**config.mk**
```make
export PLATFORM = sky130hd
export DESIGN_NAME = uart_tx_mmio
export DESIGN_NICKNAME = d
export VERILOG_FILES = /design/src/rtl/uart_pkg.sv /design/src/rtl/sync_fifo.sv /design/src/rtl/uart_tx_mmio.sv
export SDC_FILE = /design/constraint.sdc
export NUM_CORES = 1
export LEC_CHECK = 0
export BUFFER_PORTS_ARGS = -buffer_cell sky130_fd_sc_hd__buf_2
export CAP_MARGIN = 20
export CORE_MARGIN = 2
export CORE_UTILIZATION = 45
export DETAILED_ROUTE_END_ITERATION = 7
export PLACE_DENSITY = 0.68
export SLEW_MARGIN = 20
export SYNTH_ARGS = -nofsm -noshare
export SYNTH_HDL_FRONTEND = slang
export SYNTH_SLANG_ARGS = --single-unit
```
**constraint.sdc**
```tcl
create_clock -name clk -period 7.46 [get_ports clk]
set_input_delay 2.238 -clock clk [delete_from_list [all_inputs] [get_ports clk]]
set_output_delay 2.238 -clock clk [all_outputs]
set_load 0.1 [all_outputs]
```
**src/rtl/uart_pkg.sv**
```systemverilog
// Shared definitions for the memory-mapped UART transmitter: register offsets,
// STATUS bit positions, transmitter state encoding and the divider helper.
package uart_pkg;

  localparam logic [3:0] OFF_TXDATA  = 4'h0;
  localparam logic [3:0] OFF_STATUS  = 4'h4;
  localparam logic [3:0] OFF_BAUDDIV = 4'h8;

  localparam int STAT_BUSY    = 0;
  localparam int STAT_FULL    = 1;
  localparam int STAT_EMPTY   = 2;
  localparam int STAT_OVF     = 3;
  localparam int STAT_CNT_LSB = 4;

  typedef enum logic [1:0] {
    S_IDLE  = 2'd0,
    S_START = 2'd1,
    S_DATA  = 2'd2,
    S_STOP  = 2'd3
  } tx_state_t;

  // A programmed divider of zero would stall the line, so it runs as one.
  function automatic logic [15:0] eff_div(input logic [15:0] div);
    return (div == 16'd0) ? 16'd1 : div;
  endfunction

endpackage

```
**src/rtl/sync_fifo.sv**
```systemverilog
// Single-clock FIFO with occupancy count; a push into a full FIFO is accepted
// only when a pop happens on the same edge.
module sync_fifo #(
  parameter int DATA_W = 8,
  parameter int DEPTH  = 8
) (
  input  logic                     clk,
  input  logic                     rst,
  input  logic                     push,
  input  logic [DATA_W-1:0]        push_data,
  input  logic                     pop,
  output logic [DATA_W-1:0]        pop_data,
  output logic                     full,
  output logic                     empty,
  output logic [$clog2(DEPTH):0]   count
);

  localparam int PTR_W = $clog2(DEPTH);
  localparam int CNT_W = PTR_W + 1;

  logic [DATA_W-1:0] mem [DEPTH];
  logic [PTR_W-1:0]  wr_ptr;
  logic [PTR_W-1:0]  rd_ptr;
  logic              push_ok;
  logic              pop_ok;

  assign full     = (count == CNT_W'(DEPTH));
  assign empty    = (count == '0);
  assign pop_ok   = pop && !empty;
  assign push_ok  = push && (!full || pop_ok);
  assign pop_data = mem[rd_ptr];

  always_ff @(posedge clk) begin
    if (rst) begin
      wr_ptr <= '0;
      rd_ptr <= '0;
      count  <= '0;
    end else begin
      if (push_ok) wr_ptr <= wr_ptr + 1'b1;
      if (pop_ok)  rd_ptr <= rd_ptr + 1'b1;
      case ({push_ok, pop_ok})
        2'b10:   count <= count + 1'b1;
        2'b01:   count <= count - 1'b1;
        default: count <= count;
      endcase
    end
  end

  // Storage carries data only; validity is tracked by the pointers and count.
  always_ff @(posedge clk) begin
    if (push_ok) mem[wr_ptr] <= push_data;
  end

endmodule

```
**src/rtl/uart_tx_mmio.sv**
```systemverilog
// Memory-mapped 8N1 UART transmitter: register decode, TX FIFO, and the
// start/data/stop serialiser with a programmable bit period.
module uart_tx_mmio
  import uart_pkg::*;
#(
  parameter logic [31:0] BASE_ADDR  = 32'h0000_4000,
  parameter int          FIFO_DEPTH = 8,
  parameter logic [15:0] DIV_RESET  = 16'd868
) (
  input  logic        clk,
  input  logic        rst,
  input  logic [31:0] mem_addr,
  input  logic [31:0] mem_wdata,
  input  logic [3:0]  mem_wstrb,
  input  logic        mem_rstrb,
  output logic [31:0] mem_rdata,
  output logic        sel,
  output logic        tx
);

  localparam int CNT_W = $clog2(FIFO_DEPTH) + 1;

  function automatic logic [3:0] sat_cnt(input logic [CNT_W-1:0] c);
    logic [31:0] w;
    w = 32'(c);
    return (w > 32'd15) ? 4'hF : w[3:0];
  endfunction

  logic [3:0]       offset;
  logic             wr_txdata;
  logic             wr_div;
  logic             rd_en;
  logic             stat_rd;
  logic             drop;
  logic [15:0]      div;
  logic             ovf;
  logic [31:0]      status;

  logic             fifo_pop;
  logic [7:0]       fifo_rdata;
  logic             fifo_full;
  logic             fifo_empty;
  logic [CNT_W-1:0] fifo_count;

  tx_state_t        state;
  tx_state_t        state_nxt;
  logic             tx_nxt;
  logic             load_cnt;
  logic             shift_en;
  logic             data_start;
  logic             bit_end;
  logic [15:0]      bit_cnt;
  logic [2:0]       bit_idx;
  logic [7:0]       shreg;

  logic             unused_bits;
  assign unused_bits = &{1'b0, mem_wdata[31:16], mem_wstrb[3:2]};

  assign sel       = (mem_addr[31:4] == BASE_ADDR[31:4]);
  assign offset    = mem_addr[3:0];
  assign wr_txdata = sel && (offset == OFF_TXDATA) && mem_wstrb[0];
  assign wr_div    = sel && (offset == OFF_BAUDDIV);
  assign rd_en     = sel && mem_rstrb;
  assign stat_rd   = rd_en && (offset == OFF_STATUS);
  assign drop      = wr_txdata && fifo_full && !fifo_pop;

  sync_fifo #(
    .DATA_W (8),
    .DEPTH  (FIFO_DEPTH)
  ) u_fifo (
    .clk       (clk),
    .rst       (rst),
    .push      (wr_txdata),
    .push_data (mem_wdata[7:0]),
    .pop       (fifo_pop),
    .pop_data  (fifo_rdata),
    .full      (fifo_full),
    .empty     (fifo_empty),
    .count     (fifo_count)
  );

  always_comb begin
    status                      = '0;
    status[STAT_BUSY]           = (state != S_IDLE);
    status[STAT_FULL]           = fifo_full;
    status[STAT_EMPTY]          = fifo_empty;
    status[STAT_OVF]            = ovf;
    status[STAT_CNT_LSB +: 4]   = sat_cnt(fifo_count);
  end

  // A drop on the same edge as a STATUS read leaves the flag set.
  always_ff @(posedge clk) begin
    if (rst) begin
      div       <= DIV_RESET;
      ovf       <= 1'b0;
      mem_rdata <= '0;
    end else begin
      if (wr_div && mem_wstrb[0]) div[7:0]  <= mem_wdata[7:0];
      if (wr_div && mem_wstrb[1]) div[15:8] <= mem_wdata[15:8];
      if (drop)         ovf <= 1'b1;
      else if (stat_rd) ovf <= 1'b0;
      if (rd_en) begin
        case (offset)
          OFF_STATUS:  mem_rdata <= status;
          OFF_BAUDDIV: mem_rdata <= {16'h0, div};
          default:     mem_rdata <= '0;
        endcase
      end
    end
  end

  assign bit_end = (bit_cnt == 16'd0);

  always_ff @(posedge clk) begin
    if (rst) state <= S_IDLE;
    else     state <= state_nxt;
  end

  always_comb begin
    state_nxt  = state;
    tx_nxt     = tx;
    fifo_pop   = 1'b0;
    load_cnt   = 1'b0;
    shift_en   = 1'b0;
    data_start = 1'b0;
    case (state)
      S_IDLE: begin
        tx_nxt = 1'b1;
        if (!fifo_empty) begin
          fifo_pop  = 1'b1;
          load_cnt  = 1'b1;
          tx_nxt    = 1'b0;
          state_nxt = S_START;
        end
      end
      S_START: begin
        if (bit_end) begin
          load_cnt   = 1'b1;
          data_start = 1'b1;
          tx_nxt     = shreg[0];
          state_nxt  = S_DATA;
        end
      end
      S_DATA: begin
        if (bit_end) begin
          load_cnt = 1'b1;
          if (bit_idx == 3'd7) begin
            tx_nxt    = 1'b1;
            state_nxt = S_STOP;
          end else begin
            shift_en = 1'b1;
            tx_nxt   = shreg[1];
          end
        end
      end
      S_STOP: begin
        if (bit_end) begin
          tx_nxt    = 1'b1;
          state_nxt = S_IDLE;
        end
      end
      default: state_nxt = S_IDLE;
    endcase
  end

  // The divider is sampled only at bit starts, so mid-frame writes wait a bit.
  always_ff @(posedge clk) begin
    if (rst) begin
      tx      <= 1'b1;
      bit_cnt <= '0;
      bit_idx <= '0;
    end else begin
      tx <= tx_nxt;
      if (load_cnt)            bit_cnt <= eff_div(div) - 16'd1;
      else if (!bit_end)       bit_cnt <= bit_cnt - 16'd1;
      if (data_start)          bit_idx <= '0;
      else if (shift_en)       bit_idx <= bit_idx + 3'd1;
    end
  end

  always_ff @(posedge clk) begin
    if (fifo_pop)      shreg <= fifo_rdata;
    else if (shift_en) shreg <= {1'b0, shreg[7:1]};
  end

endmodule

```
==> impl_metrics.toml, run 1 <==
[outcome]
status = "completed"

[routing]
drt_wl_total_mm = 13.6
via_count = 4449
antenna_left = 0
drc_errors = 0
drt_iter0_drc = 284
wl_per_cell_microns = 16.9
drt_pre_antenna_iters = 5
detail_route.vias_per_cell = 5.53

[synthesis]
synth_area_leaders = "edfxtp_1 33%, dfxtp_1 21%, mux4_2 5.6%"
synth_flop_cell = "edfxtp_1"
ys_warn_count = 0
synth_area_sq_mm = 0.00648
synth_common_cells = "72 x edfxtp_1, 68 x dfxtp_1, 51 x nor2_1"
synth-seq-cells = 140
ys_types = 65
postSynth.asyncResetShare_pct = 0
syn_area_per_cell_sq_um = 12.1
yosys.area.top_type_share_pct = 33.3
seq_area_frac_synth_pct = 54.3
post-synth-top-area-cell = "edfxtp_1"
syn_inst = 538
synth_most_common_cell = "edfxtp_1"
synth_edf_count = 72

[floorplan]
die_w_microns = 124
die_area_sq_mm = 0.0154
io_pins = 105
core_area_sq_mm = 0.0140
initial_utilization_pct = 46.4
rows = 43
die_height_microns = 124

[finish]
diodes = 0
syn2layout_area_growth_pct = 16.4
layout-drive-gt1-share_pct = 24.5
final_area_sq_mm = 0.00755
stdcell_count = 804
final_core_util_pct = 54.0
nets = 696

[timing]
worst_slew_pin_slew_ns = 1.00
timing.fmax_ghz = 0.171
slew_violations = 0
setup_viol = 0
final.setup.tns_ns = 0
skew_ns = 0.00771
max-slew-margin-rel_pct = 32.4
finalHoldWorstSlack_ns = 0.478
rsz0062_at_grt = "no"
fin_crit_ns = 5.86
fin_crit_sh_pct = 78.6
setup_ws_ns = 1.60
hold_violations = 0

[clock_tree]
clk_pin_slew_worst_paths_ns = 0.06
clk_path_buf_depth = 2
cts-buffers-inserted = 17
cts.sinks = 140
postCtsHoldBufs = 0
post_cts_buffers = 0
clk_latency_ns = 0.42
cts_tree = "yes"
cts_resized = 0
cts-root-buf = "clkbuf_16"
htreeDepth = 4

[grt]
grt_pass1_vias = 4377
grt_usage_pct = 18.8
antenna_found_initial = 0
grt_overflow = 0
grt_pass1_wl_mm = 21.9
grt_max_degree = 41

[critical_path]
setup.worst_path.start_class = "primary input"
worstPathArrival_ns = 3.62
crit_required_ns = 5.22
path_class = "in -> out"
crit_fanout = 6
endpoint_kind = "primary output"

[place]
hpwl_mm = 9.39
gp_congestion = 0.809
placed_area_sq_mm = 0.00697
dp_cells = 772
dp_slack_ns = 1.60
port_buffers = 70

[flow_run]
cap_violations = 0

[power_and_ir_drop]
finalPower_mw = 2.05
p_leak_nw = 2.65
vdd_ir_drop_max_mv = 0.141
powerDensity_mw_per_mm2 = 272

[hold_path]
min_path_type = "reg -> reg"
==> metal layers <==
layer,track usage [%],wire [microns],vias up
li1,-,-,2141
met1,24.8,6070,2149
met2,30.8,6660,138
met3,3.89,608,21
met4,7.02,226,0
met5,0,0,-
==> cell type report <==
cell class	instances	area (sq um)
Clock buffer	17	425
Clock inverter	15	146
Fill cell	1179	6440
Inverter	23	86.3
Multi-Input combinational cell	350	2720
Sequential cell	140	3520
Tap cell	180	225
Timing Repair Buffer	79	418
==> worst max-delay path, cell delays in order <==
cell	delay [ns]
buf_2	0.09
nor4_1	0.29
nand3_1	0.36
nor2_1	0.20
buf_2	0.45
==> layout by cell type, fill, tap and decap left out, types with 17 or more instances in the layout <==
cell / Yosys / final
edfxtp_1: 72 / 72
mux2i_1: 26 / 26
inv_1: 23 / 23
xnor2_1: 18 / 18
dfxtp_1: 68 / 67
clkbuf_16: 0 / 17
nand2_1: 35 / 35
nor2_1: 51 / 51
nand3_1: 17 / 17
buf_2: 8 / 70
==> sequential cells by signal (all words and copies together), names as in the netlist, named ones only <==
signal,cells
u_fifo.mem,64
bit_cnt,16
div,16
mem_rdata,16
shreg,8
u_fifo.count,4
bit_idx,3
u_fifo.rd_ptr,3
u_fifo.wr_ptr,3
state,2
ovf,1
tx,1
==> cell families after synthesis <==
| kind of cell | count (synthesis) | share of synthesized area, % |
|---|---|---|
| compound gates | 80 | 9.28 |
| xor+xnor | 24 | 3.24 |
| fa+ha+maj | 14 | 2.82 |
| buf+inv | 63 | 4.84 |
| flops | 140 | 54.3 |
| mux | 43 | 9.75 |
| other cells | 1 | 0.0578 |
| simple gates | 173 | 15.7 |
==> power breakdown <==
| part | internal (mW) | switching [mW] |
|---|---|---|
| logic | 0.136 | 0.235 |
| clock network | 0.490 | 0.318 |
| registers | 0.839 | 0.0355 |
| total | 1.46 | 0.589 |
==> path summary, 6_finish.rpt <==
| kind | start | endpoint | slack [ns] | cells after the start |
|---|---|---|---|---|
| worst max register to register | state[0] | bit_cnt[10] | 3.74 | 12 |
| worst max-delay path | mem_addr[19] | sel | 1.60 | 5 |
| worst min-delay path | mem_rdata[8] | mem_rdata[8] | 0.48 | 1 |
| worst min register to register | mem_rdata[8] | mem_rdata[8] | 0.48 | 1 |
Note: power is estimated with default switching activity, not from simulation.
==> run 2: changes to the inputs <==
==> constraint.sdc (replaced) <==
create_clock -name clk -period 5.9 [get_ports clk]
set_input_delay 1.77 -clock clk [delete_from_list [all_inputs] [get_ports clk]]
set_output_delay 1.77 -clock clk [all_outputs]
set_load 0.1 [all_outputs]
==> impl_metrics.toml, run 2 (synthesis results as in run 1) <==
[outcome]
status = "completed"

[finish]
multi_input_area_sq_mm = 0.00272
fillers = 1176
stdcell_count = 805
register_area_sq_mm = 0.00352
syn2layout_area_growth_pct = 17.2
diodes = 0
final_common_cell = "edfxtp_1"
layout_common_cells = "72 x edfxtp_1, 70 x buf_2, 67 x dfxtp_1"
final_core_util_pct = 54.3
layout-drive-gt1-share_pct = 24.6
nets = 697
largest_register_ffs = 64
regMostFlops = "u_fifo.mem"

[grt]
grt_pass1_vias = 4307
grt_max_degree = 41
grt_pass1_wl_mm = 21.6
grt_usage_pct = 18.7
grt_overflow = 0
antenna_found_initial = 0

[timing]
hold_violations = 0
setup_viol = 0
fin_crit_ns = 4.89
worst_slew_pin_slew_ns = 0.936
final.setup.tns_ns = 0
max-slew-margin-rel_pct = 37.0
skew_ns = 0.00689
fin_crit_sh_pct = 83.0
timing.fmax_ghz = 0.204
slew_violations = 0
rsz0062_at_grt = "no"

[place]
port_buffers = 70
hpwl_mm = 9.42
dp_cells = 773
gp_congestion = 0.805

[critical_path]
cp_slowest_stage_delay_ns = 0.45
worstPathArrival_ns = 3.12
setup.worst_path.start_class = "primary input"
path_cells = "buf_2 > nor4_1 > nand3_1 > nor2_1 > buf_2"
crit_fanout = 6
endpoint_kind = "primary output"
crit_required_ns = 4.13
path_class = "in -> out"
crit_top_cell = "buf_2"
critPathSlowestCell = "buf_2"

[routing]
drt_pre_antenna_iters = 4
drt_iter0_drc = 272
drc_errors = 0
via_count = 4431
detail_route.vias_per_cell = 5.50
wl_per_cell_microns = 16.8
drt_wl_total_mm = 13.5
antenna_left = 0

[clock_tree]
cts-buffers-inserted = 17
cts_tree = "yes"
cts-root-buf = "clkbuf_16"
clk_path_buf_depth = 2
post_cts_buffers = 0
postCtsHoldBufs = 0
clk_pin_slew_worst_paths_ns = 0.05
htreeDepth = 4
cts.sinks = 140
clk_latency_ns = 0.42
cts_resized = 0

[floorplan]
io_pins = 105
initial_utilization_pct = 46.4
core_area_sq_mm = 0.0140
die_area_sq_mm = 0.0154
die_height_microns = 124
die_w_microns = 124
rows = 43

[power_and_ir_drop]
powerDensity_mw_per_mm2 = 350
p_leak_nw = 2.68
vdd_ir_drop_max_mv = 0.165

[flow_run]
cap_violations = 0

[hold_path]
min_path_type = "reg -> reg"
## run 2: area by class of cell
type / instances / area share [%]
sequential: 140 / 46.4
multi-input combinational: 350 / 35.8
clock buffer: 21 / 6.19
timing repair buffer: 80 / 5.60
tap: 180 / 2.96
clock inverter: 11 / 1.88
inverter: 23 / 1.14
## run 2: metal layers
metal  up-vias  wire, microns  track usage, %
met1      2147           6160            24.9
met3        11            679            4.12
met5         -              0               0
li1       2145              -               -
met4         0            183            6.95
met2       128           6520            30.1
## run 2: where the power goes
group | switching (mW) | internal (mW)
Clock | 0.392 | 0.696
Sequential | 0.0432 | 1.06
Combinational | 0.296 | 0.173
## run 2: stage by stage
stage / total power, mW / setup slack [ns] / instance area, sq um / hold slack [ns]
after floorplan: 1.50 / 0.450 / 6540 / 0.454
after global placement: 1.57 / 0.992 / 6980 / 0.462
after detailed placement: 1.59 / 1.00 / 6980 / 0.465
after CTS: 2.68 / 0.994 / 7600 / 0.482
after global routing: 2.77 / 0.867 / 7600 / 0.494
final: 2.66 / 1.01 / 7600 / 0.480
## run 2: path summary, 6_finish.rpt
check	endpoint	start	depth (start not counted)	slack [ns]
hold reg to reg	mem_rdata[9]	mem_rdata[9]	1	0.48
hold / removal	mem_rdata[9]	mem_rdata[9]	1	0.48
setup / recovery	sel	mem_addr[20]	5	1.01
setup reg to reg	bit_cnt[10]	state[0]	13	2.24
## run 2: worst max-delay path, delay by kind of cell
| kind | cells | cell delay, ns |
|---|---|---|
| buffers and inverters | 2 | 0.55 |
| AND/OR/NAND/NOR | 3 | 0.81 |
==> run 3: changes to the inputs <==
--- a/config.mk
+++ b/config.mk
@@ -5,12 +5,13 @@
 export SDC_FILE = /design/constraint.sdc
 export NUM_CORES = 1
 export LEC_CHECK = 0
+export ABC_AREA = 1
 export BUFFER_PORTS_ARGS = -buffer_cell sky130_fd_sc_hd__buf_2
 export CAP_MARGIN = 20
 export CORE_MARGIN = 2
 export CORE_UTILIZATION = 45
 export DETAILED_ROUTE_END_ITERATION = 7
-export PLACE_DENSITY = 0.68
+export PLACE_DENSITY = 0.7
 export SLEW_MARGIN = 20
 export SYNTH_ARGS = -nofsm -noshare
 export SYNTH_HDL_FRONTEND = slang
==> constraint.sdc (replaced) <==
create_clock -name clk -period 4.2 [get_ports clk]
set_input_delay 1.26 -clock clk [delete_from_list [all_inputs] [get_ports clk]]
set_output_delay 1.26 -clock clk [all_outputs]
set_load 0.1 [all_outputs]
==> impl_metrics.toml, run 3 <==
[critical_path]
path_depth = 5
crit_required_ns = 2.94
reg2reg_to = "bit_cnt[14]"
crit_fanout = 5
endpoint_kind = "primary output"
worstPathArrival_ns = 2.51
critPathSlowestCell = "buf_2"
timing.rr.start = "state[0]"
worstRegToRegCells = 16
r2r_slack_ns = 1.40
cp_slowest_stage_delay_ns = 0.50
path_class = "in -> out"
startpoint = "mem_addr[17]"
crit_top_cell = "buf_2"
path_cells = "buf_2 > nor2_1 > nand4_1 > nor4_4 > buf_2"
cp_top_family = "simple AND/OR/NAND/NOR gates"
setup.worst_path.start_class = "primary input"
timing.critical_path.buf_inv = 2
cp-endpoint = "sel"

[routing]
drt_pre_antenna_iters = 6
antenna_left = 0
drt_iter0_drc = 395
wl_per_cell_microns = 14.3
via_count = 5139
drt_wl_total_mm = 14.3
detail_route.vias_per_cell = 5.13
drc_errors = 0

[timing]
setup_viol = 0
slew_violations = 0
hold_violations = 0
rsz0062_at_grt = "no"
fin_crit_sh_pct = 89.8
finalHoldWorstSlack_ns = 0.457
max-slew-margin-rel_pct = 31.7
skew_ns = 0.00887
fin_crit_ns = 3.77
worst_slew_pin_slew_ns = 1.02
timing.fmax_ghz = 0.265

[hold_path]
min_path_type = "reg -> reg"
min_from = "bit_idx[2]"

[synthesis]
synth_flop_cell = "edfxtp_1"
yosys.area.top_type_share_pct = 33.1
synth_most_common_cell = "nand2_1"
synth_edf_count = 72
syn_area_per_cell_sq_um = 8.96
syn_inst = 728
synth-seq-cells = 140
seq_area_frac_synth_pct = 54.0
ys_warn_count = 0
synth_area_leaders = "edfxtp_1 33%, dfxtp_1 21%, nand2_1 7.5%"
synth_area_sq_mm = 0.00653
synth_common_cells = "131 x nand2_1, 107 x nor2_1, 72 x edfxtp_1"
ys_types = 42
post-synth-top-area-cell = "edfxtp_1"
postSynth.asyncResetShare_pct = 0

[grt]
grt_max_degree = 35
grt_usage_pct = 18.9
grt_overflow = 0
grt_pass1_wl_mm = 23.4
antenna_found_initial = 0
grt_pass1_vias = 4843

[clock_tree]
postCtsHoldBufs = 0
htreeDepth = 4
cts-buffers-inserted = 17
clk_latency_ns = 0.42
clk_path_buf_depth = 2
cts.sinks = 140
cts_resized = 0
cts_tree = "yes"
clk_pin_slew_worst_paths_ns = 0.06
post_cts_buffers = 0
cts-root-buf = "clkbuf_16"

[floorplan]
die_height_microns = 124
core_area_sq_mm = 0.0144
io_pins = 105
die_w_microns = 124
initial_utilization_pct = 45.4
die_area_sq_mm = 0.0155
rows = 44

[finish]
final_core_util_pct = 53.5
layout_common_cells = "131 x nand2_1, 106 x nor2_1, 72 x edfxtp_1"
regMostFlops = "u_fifo.mem"
syn2layout_area_growth_pct = 17.7
nets = 889
diodes = 0
layout-drive-gt1-share_pct = 17.7
final_common_cell = "nand2_1"
largest_register_ffs = 64

[power_and_ir_drop]
p_leak_nw = 3.13
switching_power_mw = 2.06
internal-power_mw = 3.25
vdd_ir_drop_max_mv = 0.470
powerDensity_mw_per_mm2 = 691
finalPower_mw = 5.31
clkPwrFrac_pct = 30.2
pwr-share-comb_pct = 37.6
seq_power_share_pct = 32.2
netSwitchingFraction_pct = 38.7

[place]
hpwl_mm = 9.67
port_buffers = 70
gp_congestion = 0.866

[outcome]
status = "completed"

[flow_run]
cap_violations = 0
## run 3: power by group through the flow
stage / clock network [mW] / registers (mW) / logic, mW
2_1_floorplan: 0 / 1.73 / 1.62
3_3_place_gp: 0 / 1.73 / 1.94
3_5_place_dp: 0 / 1.74 / 1.97
4_1_cts: 1.62 / 1.71 / 1.99
5_1_grt: 1.69 / 1.73 / 2.24
6_report: 1.60 / 1.71 / 2.00
## run 3: worst register-to-register path, cell delays in order (launching register included)
cell	delay, ns
dfxtp_1	0.34
inv_1	0.12
ha_1	0.30
nand2_2	0.23
nand2_4	0.26
nand2_8	0.18
inv_1	0.11
nand2_1	0.07
nand2_1	0.12
ha_1	0.18
nand3_1	0.16
inv_1	0.13
nand2_2	0.10
nor2_1	0.14
a21oi_1	0.08
nor2_1	0.10
nor2_1	0.05
## run 3: how the worst min path moves through the flow
stage                  to  slack [ns]  depth (start not counted)
2_1_floorplan        flop        0.43                          2
3_5_place_dp   bit_idx[2]        0.45                          2
3_3_place_gp   bit_idx[2]        0.44                          2
5_1_grt        bit_idx[2]        0.47                          2
6_report       bit_idx[2]        0.46                          2
4_1_cts        bit_idx[2]        0.46                          2
## run 3: through the flow
stage	setup slack [ns]	TNS [ns]	cells	cell area (sq um)
after detailed placement	0.410	0	969	7050
final	0.430	0	1001	7680
after global routing	0.317	0	1001	7680
after CTS	0.405	0	1001	7680
after floorplan	-0.122	-0.358	743	6620
after global placement	0.418	0	969	7050
## run 3: kinds of logic after synthesis
family	count (synthesis)	share of synthesized area, %
xor gates and xnor gates	2	0.268
muxes	7	1.07
AOI/OAI and AO/OA	132	12.4
and+or+nand+nor	319	21.5
adders and majority gates	14	2.80
DFF	140	54.0
buffers and inverters	113	7.98
other	1	0.0575
## run 3: final cells by class
| class | instances | area, sq um |
|---|---|---|
| well taps | 184 | 230 |
| multi-input cells | 490 | 2570 |
| flip-flops and latches | 140 | 3520 |
| repair buffers | 84 | 455 |
| clock buffers | 17 | 425 |
| inverters | 71 | 267 |
| clock inverters | 15 | 210 |
| fillers | 1275 | 6690 |
## run 3: routing by layer
layer	GRT usage, %	vias to the layer above	part of all wire, %
met1	25.3	2328	47
li1	-	2605	-
met4	8.13	0	2.0
met2	29.8	179	45
met5	0	-	0
met3	4.12	27	5.4
